File: src/rtl/pixel_plot_sink_pkg.sv
// Shared definitions for the pixel-plot interface: screen geometry, widths and
// the pixel-to-framebuffer address mapping used by the drawers and the sink.
package pixel_plot_sink_pkg;

    localparam int H_RES      = 320;
    localparam int V_RES      = 240;
    localparam int COLOR_W    = 3;
    localparam int ADDR_W     = 17;
    localparam int X_W        = 9;
    localparam int Y_W        = 8;
    localparam int FIFO_DEPTH = 4;

    typedef enum logic {
        S_IDLE  = 1'b0,
        S_WRITE = 1'b1
    } wr_state_e;

    typedef struct packed {
        logic [ADDR_W-1:0]  addr;
        logic [COLOR_W-1:0] color;
    } pixel_t;

    // Y*320 + X built from two shifts so no multiplier is inferred.
    function automatic logic [ADDR_W-1:0] pixel_addr(input logic [X_W-1:0] x,
                                                     input logic [Y_W-1:0] y);
        logic [ADDR_W-1:0] yw;
        logic [ADDR_W-1:0] xw;
        yw = ADDR_W'(y);
        xw = ADDR_W'(x);
        return (yw << 8) + (yw << 6) + xw;
    endfunction

    function automatic logic pixel_in_range(input logic [X_W-1:0] x,
                                            input logic [Y_W-1:0] y);
        return (x < X_W'(H_RES)) && (y < Y_W'(V_RES));
    endfunction

endpackage

File: src/rtl/pixel_plot_sink_fifo.sv
// Small synchronous FIFO for buffered pixels. A push into a full FIFO is
// accepted only when a pop frees the head slot in the same cycle.
module pixel_fifo #(
    parameter int DEPTH = 4,
    parameter int WIDTH = 20
) (
    input  logic             clock,
    input  logic             reset,
    input  logic             push,
    input  logic             pop,
    input  logic [WIDTH-1:0] wdata,
    output logic             full,
    output logic             empty,
    output logic [WIDTH-1:0] rdata
);

    localparam int PW = $clog2(DEPTH);

    // The extra MSB on each pointer separates full from empty.
    logic [PW:0]      wr_ptr_q, wr_ptr_d;
    logic [PW:0]      rd_ptr_q, rd_ptr_d;
    logic [WIDTH-1:0] mem_q [DEPTH];
    logic             do_push;
    logic             do_pop;

    always_comb begin
        full     = (wr_ptr_q[PW] != rd_ptr_q[PW]) &&
                   (wr_ptr_q[PW-1:0] == rd_ptr_q[PW-1:0]);
        empty    = (wr_ptr_q == rd_ptr_q);
        do_pop   = pop && !empty;
        do_push  = push && (!full || do_pop);
        wr_ptr_d = wr_ptr_q + (PW+1)'(do_push);
        rd_ptr_d = rd_ptr_q + (PW+1)'(do_pop);
        rdata    = mem_q[rd_ptr_q[PW-1:0]];
    end

    always_ff @(posedge clock or posedge reset) begin
        if (reset) begin
            wr_ptr_q <= '0;
            rd_ptr_q <= '0;
        end else begin
            wr_ptr_q <= wr_ptr_d;
            rd_ptr_q <= rd_ptr_d;
        end
    end

    always_ff @(posedge clock) begin
        if (do_push) begin
            mem_q[wr_ptr_q[PW-1:0]] <= wdata;
        end
    end

endmodule

File: src/rtl/pixel_plot_sink.sv
// Pixel-plot sink: range-checks and linearises plotted pixels, buffers them,
// and writes them to the framebuffer port under a ready handshake.
//
//   state   | meaning
//   --------+-----------------------------------------------------------
//   S_IDLE  | write stage empty, mem_we low
//   S_WRITE | mem_we high, address/data held until mem_ready
module pixel_plot_sink
    import pixel_plot_sink_pkg::*;
#(
    parameter int DEPTH = FIFO_DEPTH
) (
    input  logic               clock,
    input  logic               reset,
    input  logic               plot,
    input  logic [X_W-1:0]     X,
    input  logic [Y_W-1:0]     Y,
    input  logic [COLOR_W-1:0] color,
    input  logic               clear,
    output logic               mem_we,
    output logic [ADDR_W-1:0]  mem_addr,
    output logic [COLOR_W-1:0] mem_data,
    input  logic               mem_ready,
    output logic               idle,
    output logic [ADDR_W-1:0]  pixel_count,
    output logic               overflow,
    output logic               oob
);

    logic                     s1_valid_q, s1_valid_d;
    pixel_t                   s1_pix_q, s1_pix_d;
    wr_state_e                state_q, state_d;
    pixel_t                   wr_pix_q, wr_pix_d;
    logic [ADDR_W-1:0]        count_q, count_d;
    logic                     ovf_q, ovf_d;
    logic                     oob_q, oob_d;
    logic                     idle_q, idle_d;

    logic                     fifo_push;
    logic                     fifo_pop;
    logic                     fifo_full;
    logic                     fifo_empty;
    logic [$bits(pixel_t)-1:0] fifo_rdata;
    pixel_t                   fifo_head;

    logic                     in_rng;
    logic                     plot_oob;
    logic                     load_ok;
    logic                     bypass;
    logic                     write_done;
    logic                     drop_full;

    pixel_fifo #(
        .DEPTH (DEPTH),
        .WIDTH ($bits(pixel_t))
    ) u_fifo (
        .clock (clock),
        .reset (reset),
        .push  (fifo_push),
        .pop   (fifo_pop),
        .wdata (s1_pix_q),
        .full  (fifo_full),
        .empty (fifo_empty),
        .rdata (fifo_rdata)
    );

    assign fifo_head = pixel_t'(fifo_rdata);

    always_comb begin
        in_rng         = pixel_in_range(X, Y);
        plot_oob       = plot && !in_rng;
        s1_valid_d     = plot && in_rng;
        s1_pix_d.addr  = pixel_addr(X, Y);
        s1_pix_d.color = color;

        write_done = (state_q == S_WRITE) && mem_ready;
        load_ok    = (state_q == S_IDLE) || mem_ready;
        fifo_pop   = load_ok && !fifo_empty;
        // An empty FIFO is skipped so a lone pixel reaches the port two cycles after plot.
        bypass     = load_ok && fifo_empty && s1_valid_q;
        fifo_push  = s1_valid_q && !bypass && (!fifo_full || fifo_pop);
        drop_full  = s1_valid_q && !bypass && fifo_full && !fifo_pop;

        state_d  = state_q;
        wr_pix_d = wr_pix_q;
        if (load_ok) begin
            if (fifo_pop) begin
                wr_pix_d = fifo_head;
                state_d  = S_WRITE;
            end else if (bypass) begin
                wr_pix_d = s1_pix_q;
                state_d  = S_WRITE;
            end else begin
                state_d  = S_IDLE;
            end
        end

        if (clear) begin
            count_d = '0;
        end else if (write_done && (count_q != '1)) begin
            count_d = count_q + 1'b1;
        end else begin
            count_d = count_q;
        end

        ovf_d  = !clear && (ovf_q || drop_full);
        oob_d  = !clear && (oob_q || plot_oob);
        // Reaching S_IDLE implies the FIFO had nothing to offer this cycle.
        idle_d = !s1_valid_d && fifo_empty && (state_d == S_IDLE);
    end

    always_ff @(posedge clock or posedge reset) begin
        if (reset) begin
            s1_valid_q <= 1'b0;
            s1_pix_q   <= '0;
            state_q    <= S_IDLE;
            wr_pix_q   <= '0;
            count_q    <= '0;
            ovf_q      <= 1'b0;
            oob_q      <= 1'b0;
            idle_q     <= 1'b1;
        end else begin
            s1_valid_q <= s1_valid_d;
            s1_pix_q   <= s1_pix_d;
            state_q    <= state_d;
            wr_pix_q   <= wr_pix_d;
            count_q    <= count_d;
            ovf_q      <= ovf_d;
            oob_q      <= oob_d;
            idle_q     <= idle_d;
        end
    end

    assign mem_we      = (state_q == S_WRITE);
    assign mem_addr    = wr_pix_q.addr;
    assign mem_data    = wr_pix_q.color;
    assign idle        = idle_q;
    assign pixel_count = count_q;
    assign overflow    = ovf_q;
    assign oob         = oob_q;

endmodule

File: config.mk
export PLATFORM = sky130hd
export DESIGN_NAME = pixel_plot_sink
export DESIGN_NICKNAME = d
export VERILOG_FILES = /design/src/rtl/pixel_plot_sink_pkg.sv /design/src/rtl/pixel_plot_sink_fifo.sv /design/src/rtl/pixel_plot_sink.sv
export SDC_FILE = /design/constraint.sdc
export NUM_CORES = 1
export LEC_CHECK = 0
export CORE_MARGIN = 2
export CORE_UTILIZATION = 56
export CTS_BUF_LIST = sky130_fd_sc_hd__clkbuf_8 sky130_fd_sc_hd__clkbuf_16
export DETAILED_ROUTE_END_ITERATION = 10
export GPL_TIMING_DRIVEN = 0
export PLACE_DENSITY = 0.84
export SLEW_MARGIN = 20
export SYNTH_ARGS = -nofsm -noshare
export SYNTH_HDL_FRONTEND = slang
export SYNTH_SLANG_ARGS = --single-unit
File: constraint.sdc
create_clock -name clock -period 3.4 [get_ports clock]
set_input_delay 0.34 -clock clock [delete_from_list [all_inputs] [get_ports clock]]
set_output_delay 0.34 -clock clock [all_outputs]
set_load 0.02 [all_outputs]
==> results of run 1 <==
## through the flow
step / setup slack, ns / TNS [ns] / cells / util / total power (W)
after detailed placement: 0.2434 / 0 / 600 / 0.6535 / 0.004450
after CTS: 0.5485 / 0 / 631 / 0.7082 / 0.006332
after global placement: -1.160 / -65.38 / 593 / 0.6443 / 0.004344
after floorplan: 0.3174 / 0 / 388 / - / 0.003750
final: 0.6142 / 0 / 631 / 0.7082 / 0.006300
after global routing: 0.3861 / 0 / 631 / 0.7082 / 0.006567
## worst max-delay path, cell delays in order (launching register included)
cell and delay, ns:
dfrtp_1 0.50, nor2b_1 0.29, xnor2_1 0.15, o21ai_0 0.31
nor3b_2 0.77, buf_4 0.30, buf_4 0.18
## area by class of cell
| type | count | area (µm²) |
|---|---|---|
| plain buffers | 18 | 77.57 |
| clock buffers | 17 | 414.1 |
| clock inverters | 14 | 171.4 |
| fillers | 694 | 3122 |
| inverters | 11 | 43.79 |
| multi-input cells | 211 | 1866 |
| flip-flops and latches | 148 | 4105 |
| well taps | 140 | 175.2 |
| repair buffers | 72 | 723.2 |
## worst max path at each step
stage                     cells after the start  slack [ns]        startpoint                            end
after floorplan                               4        0.32  mem_we$_DFF_PP0_   u_fifo.mem_q[2][0]$_DFFE_PP_
after global placement                        5       -1.16         mem_ready   u_fifo.mem_q[1][1]$_DFFE_PP_
after detailed placement                      7        0.24         mem_ready   u_fifo.mem_q[2][2]$_DFFE_PP_
after CTS                                     6        0.55  mem_we$_DFF_PP0_  u_fifo.mem_q[2][13]$_DFFE_PP_
after global routing                          6        0.39  mem_we$_DFF_PP0_  u_fifo.mem_q[2][13]$_DFFE_PP_
final                                         6        0.61  mem_we$_DFF_PP0_  u_fifo.mem_q[2][13]$_DFFE_PP_
## report_power, final
| group | switching [W] | internal [W] |
|---|---|---|
| clock network | 0.000688 | 0.00117 |
| logic | 0.000990 | 0.000921 |
| registers | 0.000232 | 0.00230 |
## kinds of logic after synthesis
| group | after synthesis | synth area share |
|---|---|---|
| flops | 148 | 0.6766 |
| compound gates | 74 | 0.08332 |
| simple gates | 70 | 0.06125 |
| buf+inv | 29 | 0.01959 |
| xor+xnor | 23 | 0.03320 |
| fa+ha+maj | 23 | 0.04991 |
| mux | 21 | 0.07610 |
## metal layers
layer / GRT usage / wire [µm]
met4: 0.07326 / 151
met3: 0.06389 / 825
met5: 0 / 0
met1: 0.3304 / 5392
met2: 0.3693 / 6209
## state kept, by name, indices dropped and copies added (netlist names)
| signal | flops |
|---|---|
| u_fifo.rd_ptr_q | 3 |
| mem_addr | 17 |
| u_fifo.mem_q | 80 |
| s1_valid_q | 1 |
| overflow | 1 |
| mem_we | 1 |
| mem_data | 3 |
| pixel_count | 17 |
| oob | 1 |
| s1_pix_q | 20 |
| u_fifo.wr_ptr_q | 3 |
| idle | 1 |
## synthesized netlist by cell type, types with 6 or more instances
cell type / n / area share
inv_1: 11 / 0.0068
nor3_1: 6 / 0.0049
a2bb2oi_1: 20 / 0.029
o22ai_1: 20 / 0.021
clkbuf_1: 10 / 0.0062
nand2_1: 13 / 0.0080
xor2_1: 6 / 0.0087
buf_2: 7 / 0.0058
dfrtp_1: 67 / 0.28
o21ai_0: 8 / 0.0066
ha_1: 21 / 0.043
xnor2_1: 17 / 0.025
mux4_2: 20 / 0.074
nand3_1: 7 / 0.0058
edfxtp_1: 80 / 0.40
nor2_1: 19 / 0.012
a21oi_1: 13 / 0.011
==> impl_metrics.csv, run 1 <==
group,metric,value,unit
clock_tree,h-tree-depth,4,
worst_setup_path,r2r_cells,6,
drt,dr.pass1.iters,5,
worst_setup_path,rr_endpoint,"u_fifo.mem_q[2][13]$_DFFE_PP_",
synthesis,synthArstFlopShare,0.4595,
drt,ant_nets,0,
floorplan,die_h,108.1,µm
global_routing,grt_use_total,0.2366,
sta,finalMaxSlewViolations,0,
synthesis,ys.flop_type,"edfxtp_1",
global_routing,grt_pass1_vias,3862,
clock_tree,clock_sinks,148,
floorplan,die_w,108.1,µm
status,outcome,"finished, final reports clean",
synthesis,synthCells,388,
drt,via_per_inst,5.880,
clock_tree,numCtsBuffers,17,
worst_setup_path,cp_data_required_time,3.64,ns
synthesis,ys_seq_area_frac,0.6766,
sta,worstMarginPinSlew,0.8964,ns
worst_setup_path,crit_arrival,3.03,ns
drt,route.detailed.drc,0,
place,placed_area,0.006990,mm²
synthesis,ys_types,42,
final_layout,final_cell_mix,"edfxtp_1 (80), dfrtp_1 (67), clkdlybuf4s50_1 (65), ha_1 (21)",
clock_tree,root_buffer,"clkbuf_8",
sta,finClkSkew,0.008039,ns
clock_tree,cts-resized-gates,0,
drt,drt-initial-drc-count,260,
clock_tree,clk_path_buf_depth,2,
final_layout,postLayoutCellArea,0.007576,mm²
sta,hold_violations,0,
worst_setup_path,cp_max_fo,9,
synthesis,synth_warnings,0,
floorplan,die_area,0.01168,mm²
final_layout,final_layout_size_suffix_gt1_frac,0.1446,
synthesis,synth_nets,436,
synthesis,ys_ff_latch,148,
sta,rsz0062_at_grt,"false",
worst_setup_path,path_class,"reg2reg",
final_layout,layout-area-overhead-vs-synth,24.87,%
global_routing,grt_max_degree,57,
synthesis,synth_area_per_cell,15.64,µm²
final_layout,nets,527,
floorplan,core_area,0.01070,mm²
final_layout,diodes,0,
worst_setup_path,cp-end-kind,"register",
place,place.gp.congestion,0.7881,
power,p_leak,2.857,nW
synthesis,synth_area,0.006067,mm²
worst_setup_path,regToRegSetupSlack,0.61,ns
synthesis,synth_enable_flop_cells,80,
floorplan,initial_core_util,0.5671,
clock_tree,ctsHoldBuffers,0,
drt,finalWirelength,12580,µm
sta,fmax,359.0,MHz
place,port_buffers,65,
drt,vias,3710,
floorplan,num_rows,38,
place,dpl.hpwl,8047,µm
global_routing,grt.overflow.total,0,
worst_setup_path,reg2reg_from,"mem_we$_DFF_PP0_",
hold_path,hp-class,"in2async",
sta,period_minus_slack,2.786,ns
sta,setup_viol,0,
drt,wl_per_cell,19.94,µm
global_routing,grt_pass1_wl,20380,µm
clock_tree,cts_tree,"done",
worst_setup_path,startpoint_type,"register",
power,p_per_area,831.5,mW/mm²
floorplan,top_level_ports,66,
run,maxCapViolCount,0,
final_layout,final_common_cell,"edfxtp_1",
sta,post-route-period-util,0.8194,
global_routing,antenna_found_initial,0,
power,ir_worst_vdd,0.0004121,V
sta,final.hold.worst_slack,0.08328,ns
clock_tree,cts_setup_buffers,0,
sta,slew_headroom,0.3961,
clock_tree,clk_pin_slew,0.06,ns
clock_tree,insertion_delay,0.53,ns
(Power assumes the default switching activity.)
==> inputs of run 2 (changes only) <==
==> constraint.sdc (replaced) <==
create_clock -name clock -period 2.9 [get_ports clock]
set_input_delay 0.29 -clock clock [delete_from_list [all_inputs] [get_ports clock]]
set_output_delay 0.29 -clock clock [all_outputs]
set_load 0.02 [all_outputs]
==> run 2 against run 1 <==
Effect of this change:
- non-clock buffer count is the same
- register-to-register slack lost 0.38 ns
- sequential power increased by 17%
- clock power grew 17%
- worst setup slack worse by 0.38 ns
- critical endpoint is now u_fifo.mem_q[0][16]$_DFFE_PP_
- largest cell class unchanged
- highest routed layer unchanged
==> impl_metrics.csv, run 2 (same netlist as run 1, synthesis figures left out) <==
group,metric,value,unit
status,outcome,"finished, final reports clean",
sta,worstMarginPinSlew,1.041,ns
sta,fmax,375.2,MHz
drt,finalWirelength,12510,µm
clock_tree,ctsHoldBuffers,0,
floorplan,die_w,108.1,µm
global_routing,antenna_found_initial,0,
drt,via_per_inst,5.875,
clock_tree,clock_sinks,148,
clock_tree,root_buffer,"clkbuf_8",
sta,slew_headroom,0.2990,
global_routing,grt.overflow.total,0,
clock_tree,numCtsBuffers,17,
sta,post-route-period-util,0.9190,
floorplan,core_area,0.01070,mm²
sta,period_minus_slack,2.665,ns
clock_tree,cts_setup_buffers,0,
floorplan,initial_core_util,0.5671,
final_layout,final_common_cell,"edfxtp_1",
sta,finalMaxSlewViolations,0,
clock_tree,clk_path_buf_depth,2,
worst_setup_path,cp-end-kind,"register",
place,dp_slack,-0.2066,ns
place,dpl.hpwl,8047,µm
floorplan,die_area,0.01168,mm²
final_layout,nFillCells,695,
place,port_buffers,65,
sta,tns,0,ns
global_routing,grt_use_total,0.2366,
final_layout,diodes,0,
sta,finClkSkew,0.006563,ns
final_layout,nets,527,
drt,vias,3707,
worst_setup_path,worstPathCellList,"xnor2_1 > nand2_1 > o21ai_0 > nor3_2 > buf_4 > buf_4",
final_layout,postLayoutCellArea,0.007582,mm²
floorplan,top_level_ports,66,
run,maxCapViolCount,0,
floorplan,die_h,108.1,µm
clock_tree,h-tree-depth,4,
power,p_leak,2.861,nW
floorplan,num_rows,38,
worst_setup_path,slowest_delay,0.83,ns
drt,drt-initial-drc-count,243,
final_layout,multi_input_area,0.001872,mm²
final_layout,final_layout_size_suffix_gt1_frac,0.1446,
clock_tree,cts_tree,"done",
global_routing,grt_pass1_wl,20380,µm
drt,route.detailed.drc,0,
clock_tree,insertion_delay,0.53,ns
final_layout,layout-area-overhead-vs-synth,24.97,%
clock_tree,cts-resized-gates,0,
final_layout,largest_reg_flops,80,
place,placed_area,0.006990,mm²
worst_setup_path,cp_max_fo,9,
drt,dr.pass1.iters,4,
worst_setup_path,path_class,"reg2reg",
drt,ant_nets,0,
sta,hold_violations,0,
power,p_per_area,975.0,mW/mm²
sta,setup_viol,0,
worst_setup_path,cpMostUsedCell,"buf_4",
place,place.gp.congestion,0.7881,
worst_setup_path,reg2reg_from,"u_fifo.wr_ptr_q[0]$_DFF_PP0_",
final_layout,fin_util,0.7088,
worst_setup_path,rr_endpoint,"u_fifo.mem_q[0][16]$_DFFE_PP_",
power,ir_worst_vdd,0.0004829,V
sta,setup_ws,0.2348,ns
worst_setup_path,cp_data_required_time,3.18,ns
global_routing,grt_pass1_vias,3862,
hold_path,hp-class,"in2async",
worst_setup_path,regToRegSetupSlack,0.23,ns
worst_setup_path,crit_arrival,2.95,ns
worst_setup_path,startpoint_type,"register",
final_layout,final_cell_mix,"edfxtp_1 (80), dfrtp_1 (67), clkdlybuf4s50_1 (65), ha_1 (21)",
sta,rsz0062_at_grt,"false",
worst_setup_path,slowest_stage,"o21ai_0",
worst_setup_path,r2r_cells,6,
drt,wl_per_cell,19.83,µm
global_routing,grt_max_degree,57,
final_layout,regArea,0.004105,mm²
clock_tree,clk_pin_slew,0.06,ns
-- run 2: changes by cell type in the layout (fill, tap and decap cells not counted) --
| cell | before | now |
|---|---|---|
| nor3b_4 | 0 | 1 |
| nor3b_2 | 2 | 1 |
-- run 2: area by class of cell --
type / count / share of cell area
plain buffers: 18 / 0.01023
clock buffers: 17 / 0.05462
clock inverters: 14 / 0.02261
inverters: 11 / 0.005776
multi-input cells: 211 / 0.2469
flip-flops and latches: 148 / 0.5414
well taps: 140 / 0.02310
repair buffers: 72 / 0.09538
-- run 2: per-stage QoR --
stage / hold WS [ns] / total power [W] / std cells
2_1_floorplan: 0.3214 / 0.004396 / 388
3_3_place_gp: 0.4757 / 0.005092 / 593
3_5_place_dp: 0.4911 / 0.005217 / 600
4_1_cts: 0.02302 / 0.007424 / 631
5_1_grt: 0.03852 / 0.007709 / 631
6_report: 0.03362 / 0.007393 / 631
-- run 2: power by group --
| part | switching, W | leakage (nW) | total (W) | internal (W) |
|---|---|---|---|---|
| clock | 0.000806 | 0.285 | 0.00218 | 0.00137 |
| sequential | 0.000274 | 1.55 | 0.00297 | 0.00270 |
| combinational | 0.00116 | 1.03 | 0.00224 | 0.00108 |
-- run 2: worst max path at each step --
stage | start | end | slack, ns
5_1_grt | mem_we$_DFF_PP0_ | u_fifo.mem_q[2][13]$_DFFE_PP_ | 0.05
3_3_place_gp | mem_ready | u_fifo.mem_q[1][1]$_DFFE_PP_ | -1.61
3_5_place_dp | mem_ready | u_fifo.mem_q[2][2]$_DFFE_PP_ | -0.21
6_report | u_fifo.wr_ptr_q[0]$_DFF_PP0_ | u_fifo.mem_q[0][16]$_DFFE_PP_ | 0.23
2_1_floorplan | mem_we$_DFF_PP0_ | u_fifo.mem_q[2][0]$_DFFE_PP_ | -0.18
4_1_cts | mem_we$_DFF_PP0_ | u_fifo.mem_q[2][13]$_DFFE_PP_ | 0.05
-- run 2: critical path, delay by kind of cell (launching register included) --
family	cells	cell delay [ns]
simple gates	2	0.31
buf+inv	2	0.46
flops	1	0.47
xor+xnor	1	0.35
compound gates	1	0.83
-- run 2: routing by layer --
metal / vias up / wire (µm) / track usage
met1: 1866 / 5290 / 0.3304
met2: 150 / 6222 / 0.3693
li1: 1675 / - / -
met4: 0 / 178 / 0.07326
met5: - / 0 / 0
met3: 16 / 818 / 0.06389
